## config.mk

```make
export PLATFORM = sky130hd
export DESIGN_NAME = serial_adder
export DESIGN_NICKNAME = d
export VERILOG_FILES = /design/src/rtl/serial_adder_pkg.sv /design/src/rtl/serial_adder_full_adder.sv /design/src/rtl/serial_adder.sv
export SDC_FILE = /design/constraint.sdc
export NUM_CORES = 1
export LEC_CHECK = 0
export BUFFER_PORTS_ARGS = -buffer_cell sky130_fd_sc_hd__buf_2
export CAP_MARGIN = 0
export CELL_PAD_IN_SITES_DETAIL_PLACEMENT = 0
export CELL_PAD_IN_SITES_GLOBAL_PLACEMENT = 2
export CORE_MARGIN = 3
export CORE_UTILIZATION = 35
export CTS_CLUSTER_DIAMETER = 120
export DETAILED_ROUTE_END_ITERATION = 6
export PLACE_DENSITY_LB_ADDON = 0.1
export RECOVER_POWER = 100
export SYNTH_ARGS = -nofsm -noshare
export SYNTH_HDL_FRONTEND = slang
export SYNTH_HIERARCHICAL = 1
export SYNTH_SLANG_ARGS = --single-unit
```

## constraint.sdc

```tcl
create_clock -name clk -period 2.8 [get_ports clk]
set_clock_uncertainty 0.2 [all_clocks]
set_input_delay 0.14 -clock clk [delete_from_list [all_inputs] [get_ports clk]]
set_output_delay 0.14 -clock clk [all_outputs]
set_load 0.01 [all_outputs]
```

## src/rtl/serial_adder_pkg.sv

```systemverilog
// Shared definitions for the bit-serial adder: FSM state encoding
// and the default operand width.
package serial_adder_pkg;

    localparam int DEFAULT_WIDTH = 8;

    typedef enum logic [1:0] {
        IDLE  = 2'd0,
        SHIFT = 2'd1,
        DONE  = 2'd2
    } state_e;

endpackage

```

## src/rtl/serial_adder_full_adder.sv

```systemverilog
// One-bit full adder built from two half adders plus an OR for the carry.
// half_adder: x, y -> s, c.  full_adder: x, y, ci -> s, co.
module half_adder (
    input  logic x,
    input  logic y,
    output logic s,
    output logic c
);
    assign s = x ^ y;
    assign c = x & y;
endmodule

module full_adder (
    input  logic x,
    input  logic y,
    input  logic ci,
    output logic s,
    output logic co
);
    logic s0;
    logic c0;
    logic c1;

    half_adder u_ha0 (
        .x (x),
        .y (y),
        .s (s0),
        .c (c0)
    );

    half_adder u_ha1 (
        .x (s0),
        .y (ci),
        .s (s),
        .c (c1)
    );

    // Both half-adder carries can never be high together.
    assign co = c0 | c1;
endmodule

```

## src/rtl/serial_adder.sv

```systemverilog
// Bit-serial adder: one full-adder cell, WIDTH shift cycles per add.
// Ports: clk, rst_n, start, a, b, cin in; busy, done, sum, cout out.
module serial_adder
    import serial_adder_pkg::*;
#(
    parameter int WIDTH = DEFAULT_WIDTH
) (
    input  logic             clk,
    input  logic             rst_n,
    input  logic             start,
    input  logic [WIDTH-1:0] a,
    input  logic [WIDTH-1:0] b,
    input  logic             cin,
    output logic             busy,
    output logic             done,
    output logic [WIDTH-1:0] sum,
    output logic             cout
);
    localparam int CW = $clog2(WIDTH + 1);

    state_e           state_q;
    state_e           state_d;
    logic [WIDTH-1:0] a_q;
    logic [WIDTH-1:0] a_d;
    logic [WIDTH-1:0] b_q;
    logic [WIDTH-1:0] b_d;
    logic [WIDTH-1:0] sum_q;
    logic [WIDTH-1:0] sum_d;
    logic             carry_q;
    logic             carry_d;
    logic             cout_q;
    logic             cout_d;
    logic [CW-1:0]    cnt_q;
    logic [CW-1:0]    cnt_d;

    logic fa_s;
    logic fa_co;
    logic last;

    full_adder u_fa (
        .x  (a_q[0]),
        .y  (b_q[0]),
        .ci (carry_q),
        .s  (fa_s),
        .co (fa_co)
    );

    assign last = (cnt_q == CW'(WIDTH - 1));

    always_comb begin
        state_d = state_q;
        a_d     = a_q;
        b_d     = b_q;
        sum_d   = sum_q;
        carry_d = carry_q;
        cout_d  = cout_q;
        cnt_d   = cnt_q;
        unique case (state_q)
            IDLE, DONE: begin
                if (start) begin
                    a_d     = a;
                    b_d     = b;
                    carry_d = cin;
                    cnt_d   = '0;
                    state_d = SHIFT;
                end else begin
                    state_d = IDLE;
                end
            end
            SHIFT: begin
                // Sum enters at the MSB so after WIDTH shifts bit 0 is LSB.
                sum_d   = {fa_s, sum_q[WIDTH-1:1]};
                a_d     = a_q >> 1;
                b_d     = b_q >> 1;
                carry_d = fa_co;
                cnt_d   = cnt_q + CW'(1);
                if (last) begin
                    cout_d  = fa_co;
                    state_d = DONE;
                end
            end
            default: state_d = IDLE;
        endcase
    end

    always_ff @(posedge clk or negedge rst_n) begin
        if (!rst_n) begin
            state_q <= IDLE;
            a_q     <= '0;
            b_q     <= '0;
            sum_q   <= '0;
            carry_q <= 1'b0;
            cout_q  <= 1'b0;
            cnt_q   <= '0;
        end else begin
            state_q <= state_d;
            a_q     <= a_d;
            b_q     <= b_d;
            sum_q   <= sum_d;
            carry_q <= carry_d;
            cout_q  <= cout_d;
            cnt_q   <= cnt_d;
        end
    end

    // Decoded straight from state, so they are mutually exclusive.
    assign busy = (state_q == SHIFT);
    assign done = (state_q == DONE);
    assign sum  = sum_q;
    assign cout = cout_q;

endmodule
```

# Yosys cells after proc, flatten, opt, wreduce, memory -nomap -nowiden

Index checks and enable logic that the tools add are counted.
Widths: inputs -> output; s select.

Bits in registers: 32
Input port bits: 20
Output and inout port bits: 11
Word-level logic and storage cells: 34

Add/sub/neg operators: 1
Equality and inequality tests: 5
Multiplexer cells: 11
Bitwise logic cells: 5
Reduce and logical (&&, ||, !) cells: 5

Operators with widths:

| operator            | count |
|---|---|
| $pmux 8 s2          | 2 |
| $mux 8              | 2 |
| $pmux 4 s2          | 1 |
| $add 4x1->4 const B | 1 |
| $eq 4x3->1 const B  | 1 |
| $mux 4              | 1 |
| $pmux 2 s2          | 1 |
| $reduce_and 2->1    | 2 |
| $and 1x1->1         | 2 |
| $eq 2x1->1 const B  | 1 |
| $eq 2x2->1 const B  | 1 |
| $logic_not 2->1     | 1 |
| $mux 1              | 2 |
| $mux 2              | 1 |
| $ne 2x1->1 const B  | 1 |
| $ne 2x2->1 const B  | 1 |
| $pmux 1 s2          | 1 |
| $reduce_bool 2->1   | 1 |
| $reduce_or 2->1     | 1 |
| $xor 1x1->1         | 2 |
| $or 1x1->1          | 1 |

# Depth between registers and ports, before layout

Gate-level depths: netlist of run 1.

Depth in word-level cells: 4
Mapped depth: 5
Depth with buffers taken out: 5

# By module

The synthesis of run 1 kept the hierarchy.

Modules (own cells, without submodules):

| module       | instances | cells each | area an instance (um^2) | seq. area each (um^2) |
|---|---|---|---|---|
| serial_adder | 1         | 98         | 1,376.3                 | 800.8 |
| half_adder   | 2         | 1          | 12.5                    | 0.0 |
| full_adder   | 1         | 1          | 6.3                     | 0.0 |

# Worst setup path after synthesis of run 1

No wires, ideal clock.

Kind: register to register
From: reg b_q[0]
To: reg carry_q
Setup time: 0.118 ns
Arrival time: 1.369 ns
Data required time: 2.482 ns
Slack: 1.113 ns
Stages on the path, launching flop included: 6
Buffers on the path: 0
Period minus slack after synthesis: 1.687 ns
Cells stage by stage: dfrtp_1 > ha_1 > ha_1 > or2_1 > a22o_1 > a21o_1

Cells in the longest elaborated chain, start to end: 4
Elaborated cells on any way between the ends: 5
Those cells by class: 1 x mux; 4 x bitwise

Ends and longest elaborated chain:

| item                   | RTL line                      | RTL |
|---|---|---|
| start, declared        | serial_adder.sv:25            | `logic [WIDTH-1:0] b_q;` |
| start signal, assigned | serial_adder.sv:90            | `b_q <= '0;` |
| start signal, assigned | serial_adder.sv:98            | `b_q <= b_d;` |
| $xor 1x1->1            | serial_adder_full_adder.sv:9  | `assign s = x ^ y;` |
| net u_fa.s0            | serial_adder_full_adder.sv:20 | `logic s0;` |
| $and 1x1->1            | serial_adder_full_adder.sv:10 | `assign c = x & y;` |
| net u_fa.c1            | serial_adder_full_adder.sv:22 | `logic c1;` |
| $or 1x1->1             | serial_adder_full_adder.sv:39 | `assign co = c0 \| c1;` |
| net fa_co              | serial_adder.sv:37            | `logic fa_co;` |
| $pmux 1 s2             | serial_adder.sv:58            | `unique case (state_q)` |
| end signal, assigned   | serial_adder.sv:100           | `carry_q <= carry_d;` |
| end, declared          | serial_adder.sv:29            | `logic carry_q;` |

The timed path passes the listed nets, and every way through them passes these cells.
A chain may end at the register's enable or synchronous reset.

# Worst setup path after layout of run 1

From: reg state_q[0]
To: out busy

Cells in the longest elaborated chain, start to end: 1

Ends and longest elaborated chain:

| item                   | RTL line            | RTL |
|---|---|---|
| start, declared        | serial_adder.sv:21  | `state_e state_q;` |
| start signal, assigned | serial_adder.sv:96  | `state_q <= state_d;` |
| $eq 2x1->1             | serial_adder.sv:107 | `assign busy = (state_q == SHIFT);` |
| end, declared          | serial_adder.sv:14  | `output logic busy,` |

Every way passes these cells.

==> impl_results.md, run 1 <==
- CTS root buffer: clkbuf_8
- Area Overhead vs Synth: 27.38%
- HP Class: register to register
- HPWL after DPL: about 1.7 mm
- Largest net degree at the start of global routing: 33
- Largest area contributor in the netlist: dfrtp_1
- Syn nets: 124
- Ys flop type: dfrtp_1
- Die area: 4818 um2
- Register bit total from synthesis: 32
- Core area: 3771 um2
- Max Fclk: between 400 and 500 MHz
- Worst skew pair latency: 270 ps
- Final hold slack: 276.8 ps
- Max-Cap Viols: 1
- First-pass GRT wire length: 4.830 mm
- DRT iter0 DRCs: 22
- Cts bufs inserted: 5
- Max rail drop VDD: approximately 550 uV
- Total Wirelength: between 2 and 3 mm
- Worst path max stage delay: 690 ps
- Row cnt: 22
- Width of the die: 69.42 um
- WP buf/inv: 2
- Finish-stage setup viols: 0
- Critical Path Fanout Max: 21
- RSZ-0062 raised after global routing: no
- Synth cell types: 19
- LEAKAGE: 0.9161 nW
- Power Dens Cells: between 1000 and 1500 nW/um2
- Ys Warns: 6
- Diode count: 0
- Initial Utilization: 37.33%
- Asr flop ratio synth: 100.0%
- Post-Place Worst Slack: 866.4 ps
- WL/cell: 13.49 um
- Setup_tns: 0 ps
- Synth area leaders: dfrtp_1 (57%), a22o_1 (12%), a21o_1 (8.0%), mux2_2 (7.2%), buf_6 (3.2%)
- CP max-delay cell: nor2b_1
- GR Overflow Total: 0
- Hold Fails Final Rpt: 0
- Finished Core Util: 47.54%
- Antenna violations before repair: 0
- Port Buf Inserts: 30
- CTS Hold Bufs: 19
- Share of layout cells above drive strength 1: 23.33%
- Worst EP required: 2460 ps
- Total power: 1.887 mW
- Outcome: finished, violations left
- # H-tree levels: 2
- Layout Nets: 175
- Avg Inst Size Synth: 13.94 um2
- Chip height: 69.42 um
- Final Instance Count excl. Fillers: 198
- Slew headroom: -13.47%
- Fin. max-slew vios: 33
- PnR worst setup slack: approximately 550 ps
- Top post-synthesis cells by count: dfrtp_1 (32), a22o_1 (19), a21o_1 (15)
- Yosys top cell area share: 56.89%
- Dpl cell area: 1568 um2
- Routed Antenna Nets: 0
- CP Launch Type: register
- Total vias in the final route: 979
- Post-route cell area: 1793 um2
- Mapped Area: 1408 um2
- Slew @ Worst Pin: about 1700 ps
- Top-count cell post-synth: dfrtp_1
- EDFF count, synth: 0
- Placer Congestion: 0.7111
- Crit path DAT: 1910 ps
- Post-CTS setup repair buffer count: 0
- Syn Inst Count: 101
- Min Tclk post-route: between 2000 and 2500 ps
- CP Cell Sequence: nor2b_1 -> buf_4 -> clkbuf_1
- Initial DRT Pass Iterations: 4
- R2R setup slack: 650 ps
- CP Capture Type: output pin
- TritonCTS clock tree: done
- Clock slew at reported path FFs: 60 ps
- Tcrit/Tclk final: 80.52%
- Dpl cells: 174
- PostCTS Resize Cnt: 0
- Failing checks: capacitance limit, slew limit
- Cell family with most CP delay: simple AND/OR/NAND/NOR gates
- Io pins: 31
- # DRC: 0
- Sequential-to-total area share from yosys stat: 56.89%
- Clk sinks: 32
- Clock buffer depth: 2
- GRT Util Overall: 12.70%
- Kind of critical path: register to output pin
- Vias per std cell: between 4 and 5
- Vias in the first global route: 1028
layout by cell type (no fill, tap or decap):
cell type	count
a21o_1	15
a22o_1	19
buf_2	18
buf_4	2
clkbuf_1	12
clkbuf_8	5
dfrtp_1	32
dlygate4sd3_1	19
ha_1	3
mux2_1	1
mux2_2	9
mux2i_1	2
nand2_1	3
nand2b_1	1
nand4_1	1
nor2_2	1
nor2b_1	4
nor3b_1	1
o21ai_0	1
or2_1	1
layout make-up:
| type | count | area, um2 |
|---|---|---|
| tap | 48 | 60.06 |
| fill | 388 | 1978 |
| clock buffer | 5 | 68.82 |
| multi-input combinational | 62 | 523.0 |
| timing repair buffer | 51 | 340.3 |
| sequential | 32 | 800.8 |
worst reg2reg max path, cell delays in order, from the launching register on:
cell,delay (ps)
dfrtp_1,370
nor2b_1,690
buf_4,400
mux2_2,380
state kept, by name, summed over array words and instances (netlist names):
| signal | flops |
|---|---|
| carry_q | 1 |
| b_q | 8 |
| cout | 1 |
| state_q | 2 |
| cnt_q | 4 |
| sum | 8 |
| a_q | 8 |
power breakdown:
part	total (mW)	internal [mW]	switching (mW)
logic	0.774	0.416	0.359
registers	0.809	0.680	0.129
clock network	0.304	0.160	0.144
total	1.89	1.26	0.632
final timing paths:
check | start | to | depth (start not counted)
max reg2reg | state_q[0]$_DFFE_PN0P_ | sum[3]$_DFFE_PN0P_ | 3
min reg2reg | a_q[2]$_DFFE_PN0P_ | a_q[2]$_DFFE_PN0P_ | 1
max | state_q[0]$_DFFE_PN0P_ | busy | 3
max in group asynchronous | rst_n | a_q[2]$_DFFE_PN0P_ | 2
min in group asynchronous | rst_n | b_q[0]$_DFFE_PN0P_ | 2
min | a_q[2]$_DFFE_PN0P_ | a_q[2]$_DFFE_PN0P_ | 1
layer usage:
metal  track usage (%)  wire [um]  up-vias
met5                 0          0        -
met4             5.206         41        0
met3             4.348        145        4
met2             19.70       1240       23
met1             16.16       1244      480
li1                  -          -      472
kinds of logic (layout without fill, tap and decap cells):
family          after synthesis  count (layout)  share of synthesized area (%)
compound gates               35              35                          20.18
flops                        32              32                          56.89
buf+inv                       7              56                          4.621
simple gates                 12              12                          6.223
fa+ha+maj                     3               3                          2.667
mux                          12              12                          9.422
No activity file was read; power rests on OpenSTA's default activity.
==> run 2: changes to the inputs <==
- ABC_AREA: unset -> 1
- CORE_UTILIZATION: 35 -> 30
- clock period: 2.8 -> 2.25 ns (I/O delays scaled with it)
==> run 2 against run 1 <==
The run now ends clean. Count of clock-buffer cells in the layout up 3. Synthesized area up 6.0%. First-iteration DRC count up 150%. Combinational power up 22%. Clock power up 47%. Critical path type unchanged. Register-to-register slack worse by 120 ps. Power up 26%. Die area up 22%. Global-route usage down 1.4 points. Synthesized cell count up 94%. Routed wire length up 15%. Highest routed layer unchanged. Sequential share of layout area down 3.8 points.
==> impl_results.md, run 2 <==
- Outcome: completed
- Total vias in the final route: about 1300
- Width of the die: 76.54 um
- Finish-stage setup viols: 0
- # H-tree levels: 2
- Initial Utilization: a little under a third
- Flop pwr share: about two fifths
- Top-count cell post-synth: nand2_1
- CP Capture Type: output pin
- HP Class: input port to asynchronous set/reset pin
- RSZ-0062 raised after global routing: no
- Power Dens Cells: about 1200 nW/um2
- Critical Path Fanout Max: 28
- Vias in the first global route: 1216
- R2R depth: 7
- Total Wirelength: roughly 3.1 mm
- First-pass GRT wire length: around 5.3 mm
- Top post-synthesis cells by count: nand2_1 (111), dfrtp_1 (32), inv_1 (24)
- Crit path DAT: 1500 ps
- Setup_tns: 0 ps
- Placer Congestion: 0.7189
- Diode count: 0
- Core area: between 4000 and 5000 um2
- Cts bufs inserted: 5
- Combinational group share of total power: 39.7%
- Clk sinks: 32
- Most frequent cells in the layout: nand2_1 (111), dfrtp_1 (32), inv_1 (25)
- GRT Util Overall: a little under an eighth
- Syn Inst Count: 196
- Chip height: 76.54 um
- CTS root buffer: clkbuf_8
- Max Fclk: 551.8 MHz
- Avg Inst Size Synth: 7.616 um2
- Worst path max stage delay: 500 ps
- P_sw: 0.9582 mW
- Share of layout cells above drive strength 1: 11.65%
- Yosys top cell area share: between 50% and 60%
- TritonCTS clock tree: done
- GR Overflow Total: 0
- Area Overhead vs Synth: 31.27%
- Port Buf Inserts: 30
- Clock slew at reported path FFs: 70 ps
- Ys flop type: dfrtp_1
- PostCTS Resize Cnt: 0
- Filler Cells Inserted: 530
- Kind of critical path: register to output pin
- Initial DRT Pass Iterations: 4
- Row cnt: 25
- Vias per std cell: between 4 and 5
- Tcrit/Tclk final: about 81%
- Commonest non-fill, non-tap cell in the layout: nand2_1
- Fin. max-slew vios: 0
- Min Tclk post-route: 1812 ps
- DRT iter0 DRCs: 54
- EDFF count, synth: 0
- Worst EP required: about 1900 ps
- Synth area leaders: dfrtp_1 (54%), nand2_1 (28%), inv_1 (6.0%), ha_1 (2.5%), o21ai_0 (2.3%)
- Slew headroom: 46.01%
- Syn nets: between 200 and 250
- Ys Warns: 6
- Largest net degree at the start of global routing: 33
- Clock buffer depth: 2
- Antenna violations before repair: 0
- Layout Nets: 271
- Sequential-to-total area share from yosys stat: 53.65%
- PnR worst setup slack: 437.9 ps
- Max rail drop VDD: between 400 and 500 uV
- Internal power: 1.414 mW
- Register bit total from synthesis: 32
- Clock power frac: 18.9%
- Asr flop ratio synth: 100.0%
- Worst skew pair latency: 280 ps
- CP Launch Type: register
- Post-CTS setup repair buffer count: 0
- CTS Hold Bufs: 19
- Io pins: 31
- Post-Place Worst Slack: 667.6 ps
- Area of the multi-input gates: 551.8 um2
- Sw frac: 40.39%
- FF+latch area: 800.8 um2
- HPWL after DPL: 1.973 mm
- LEAKAGE: 1.082 nW
- Hold Fails Final Rpt: 0
- Mapped Area: 1493 um2
- CP Cell Sequence: inv_1 -> nor2_4 -> clkbuf_1
- Slew @ Worst Pin: 809.9 ps
- Die area: 5858 um2
- Largest area contributor in the netlist: dfrtp_1
- Routed Antenna Nets: 0
- # DRC: 0
- CP max-delay cell: nor2_4
- Max-Cap Viols: 0
- WL/cell: 9.699 um
- Synth cell types: 15
## run 2: cell types whose count changed after synthesis, moves of 2 or more
cell | before | now
nand2_1 | 3 | 111
nor2b_1 | 3 | 0
inv_1 | 0 | 24
buf_4 | 2 | 4
mux2_2 | 9 | 0
a21o_1 | 15 | 0
mux2i_1 | 2 | 0
nand3_1 | 0 | 3
o21ai_0 | 1 | 7
buf_6 | 4 | 1
nor2_1 | 0 | 5
a22o_1 | 19 | 0
## run 2: logic make-up (layout without fill, tap and decap cells)
| family | Yosys count | after routing | share of synthesized area [%] |
|---|---|---|---|
| AO/OA/AOI/OAI | 8 | 8 | 2.682 |
| adder cells (fa/ha/maj) | 3 | 3 | 2.515 |
| buffers and inverters | 31 | 84 | 9.388 |
| flip-flops | 32 | 32 | 53.65 |
| AND/OR/NAND/NOR | 122 | 122 | 31.77 |
## run 2: power by group through the flow
stage	Clock (mW)	Sequential [mW]	Combinational (mW)
detailed placement	0	0.993	0.968
global placement	0	0.986	0.949
global route	0.503	1.02	1.11
CTS	0.471	0.985	0.999
floorplan	0	1.00	0.713
finish	0.448	0.982	0.942
## run 2: per-stage QoR
stage	hold WS, ps	cells	power [mW]	util (%)	cell area (um2)
finish	257.1	316	2.372	41.21	1959
floorplan	-383.1	196	1.713	-	1493
detailed placement	17.32	289	1.961	35.66	1695
global placement	13.10	289	1.936	35.66	1695
global route	300.9	316	2.638	41.21	1959
CTS	245.8	316	2.455	41.55	1976
## run 2: critical path, delay by kind of cell, from the launching register on
kind | cells | cell delay (ps)
buffers and inverters | 2 | 320
DFF | 1 | 390
and+or+nand+nor | 1 | 500
## run 2: layout make-up
cell class	count	share of cell area (%)
clock buffer	8	4.598
timing repair buffer	51	17.31
sequential	32	40.87
inverter	25	4.789
tap	67	4.278
multi-input combinational	133	28.16
## run 2: worst paths after layout
path / start / end / slack [ps]
setup reg to reg: state_q[1]$_DFFE_PN0P_ / a_q[6]$_DFFE_PN0P_ / 530
hold / removal: rst_n / sum[5]$_DFFE_PN0P_ / 260
setup / recovery: state_q[0]$_DFFE_PN0P_ / busy / 440
min in group clk: a_q[7]$_DFFE_PN0P_ / a_q[7]$_DFFE_PN0P_ / 270
max in group asynchronous: rst_n / a_q[3]$_DFFE_PN0P_ / 1080
hold reg to reg: a_q[7]$_DFFE_PN0P_ / a_q[7]$_DFFE_PN0P_ / 270
## run 2: layer usage
layer  part of all wire (%)  vias up  track usage [%]
li1                       -      680                -
met1                     46      568            13.14
met5                      0        -                0
met2                     48       28            18.98
met4                    1.1        0            4.348
met3                    5.2        5            4.137
==> run 3: changes to the inputs <==
- CORE_UTILIZATION: 30 -> 27
- clock period: 2.25 -> 1.65 ns (I/O delays scaled with it)
==> run 3 against run 2 <==
Setup slack got worse by 340 ps. Power rose by 46%. Cell count rose by 2.8%. Worst hold slack improved by 21 ps. Clock power rose by 40%. Non-clock buffer count rose by 4. Via count rose by 5.2%. Global-route usage rose by 0.39 points. Sequential cell count did not move. Count of clock-buffer cells in the layout fell by 2. Cell area rose by 4.3%. Largest power group is now combinational logic. Highest routed layer unchanged.
==> impl_results.md, run 3 (synthesized netlist as in run 2, its figures left out) <==
- Outcome: completed
- HP Class: register to register
- Area of the multi-input gates: approximately 550 um2
- Hold Fails Final Rpt: 0
- Worst EP required: 1620 ps
- Tcrit/Tclk final: 93.90%
- R2R depth: 7
- Finish-stage setup viols: 0
- Port Buf Inserts: 30
- Max rail drop VDD: 437.6 uV
- Diode count: 0
- DRT iter0 DRCs: 72
- Worst R2R End: cnt_q[2]$_DFFE_PN0P_
- Die area: between 6000 and 7000 um2
- Critical Path Fanout Max: 10
- Hold_sp: a_q[7]$_DFFE_PN0P_
- Row cnt: 26
- # DRC: 0
- WL/cell: 10.91 um
- Setup_tns: 0 ps
- Cts bufs inserted: 5
- Total Wirelength: 3.547 mm
- Initial Utilization: between 20 and 30%
- Width of the die: around 80 um
- Commonest non-fill, non-tap cell in the layout: nand2_1
- Clk sinks: 32
- Slew @ Worst Pin: around 1100 ps
- LEAKAGE: approximately 1.1 nW
- Chip height: approximately 80 um
- Total power: 3.473 mW
- Crit path launch: state_q[0]$_DFFE_PN0P_
- Largest net degree at the start of global routing: 22
- Max-Cap Viols: 0
- Crit path to: cnt_q[2]$_DFFE_PN0P_
- Final Instance Count excl. Fillers: 325
- Crit path DAT: 1520 ps
- Reg-to-reg critical path startpoint: state_q[0]$_DFFE_PN0P_
- Max Fclk: approximately 650 MHz
- Clock slew at reported path FFs: approximately 70 ps
- Filler Cells Inserted: 588
- Power Dens Cells: about 1700 nW/um2
- Initial DRT Pass Iterations: 4
- Kind of critical path: register to register
- Worst skew pair latency: 280 ps
- First-pass GRT wire length: 5.761 mm
- # H-tree levels: 2
- Share of layout cells above drive strength 1: approximately 15%
- Vias per std cell: 4.148
- Layout Nets: 277
- GRT Util Overall: 11.71%
- Antenna violations before repair: 0
- FF+latch area: between 800 and 900 um2
- Vias in the first global route: 1260
- RSZ-0062 raised after global routing: no
- Routed Antenna Nets: 0
- Slew headroom: a little under 30%
- Placer Congestion: 0.7205
- Most frequent cells in the layout: nand2_1 (110), dfrtp_1 (32), inv_1 (24)
- Fin. max-slew vios: 0
- HPWL after DPL: 2.237 mm
- Total vias in the final route: 1348
- Dpl cells: 294
- Min Tclk post-route: 1549 ps
- TritonCTS clock tree: done
- CTS root buffer: clkbuf_8
- PnR worst setup slack: between 100 and 150 ps
- CP Launch Type: register
- R2R setup slack: slightly above 100 ps
- Post-Place Worst Slack: 58.93 ps
- GR Overflow Total: 0
- Clock buffer depth: 2
- Final hold slack: 278.5 ps
- Core area: 5238 um2
- Io pins: 31
- Area Overhead vs Synth: 36.88%
- CP Capture Type: register
run 3: what timing repair did:
| action | CTS | global route |
|---|---|---|
| hold buffers | 19 | 0 |
| setup endpoints to repair | 0 | 21 |
| endpoints found under the hold margin | 51 | 0 |
| setup buffers | 0 | 2 |
| gates resized for setup | 0 | 4 |
run 3: area by class of cell:
| type | count | share of cell area, % |
|---|---|---|
| Clock inverter | 2 | 0.4899 |
| Timing Repair Buffer | 55 | 19.35 |
| Multi-Input combinational cell | 133 | 27.13 |
| Timing Repair inverter | 2 | 0.7348 |
| Sequential cell | 32 | 39.19 |
| Tap cell | 70 | 4.287 |
| Clock buffer | 6 | 4.042 |
| Inverter | 25 | 4.776 |
run 3: routing by layer:
layer	part of all wire, %	track usage [%]	routed length [um]
met1	47	14.53	1669
met2	48	19.37	1686
met3	3.9	3.363	138
met4	1.4	4.054	51
met5	0	0	0
run 3: per-stage QoR:
stage	instance area [um2]	utilization, %
after global placement	1739	33.21
after global routing	2043	39.01
after CTS	2022	38.60
after floorplan	1493	-
final	2043	39.01
after detailed placement	1739	33.21
run 3: power by group:
part           internal [mW]  total [mW]  switching, mW
sequential              1.13        1.35          0.219
combinational          0.574        1.50          0.922
clock                  0.333       0.628          0.295
total                   2.04        3.47           1.44
run 3: worst min path at each step:
stage	to	slack (ps)	cells after the start
finish	a_q[7]$_DFFE_PN0P_	280	2
global route	sum[0]$_DFFE_PN0P_	300	2
CTS	a_q[1]$_DFFE_PN0P_	80	2
detailed placement	sum[0]$_DFFE_PN0P_	-150	1
global placement	sum[1]$_DFFE_PN0P_	-160	1
floorplan	a_q[0]$_DFFE_PN0P_	-410	0
run 3: worst max-delay path: stages (launching register included):
cell        delay, ps
dfrtp_1           410
inv_1             120
nand2_1           110
nand2_2           200
clkinvlp_4        100
buf_4             180
nand2_1            70
nand2_1            50
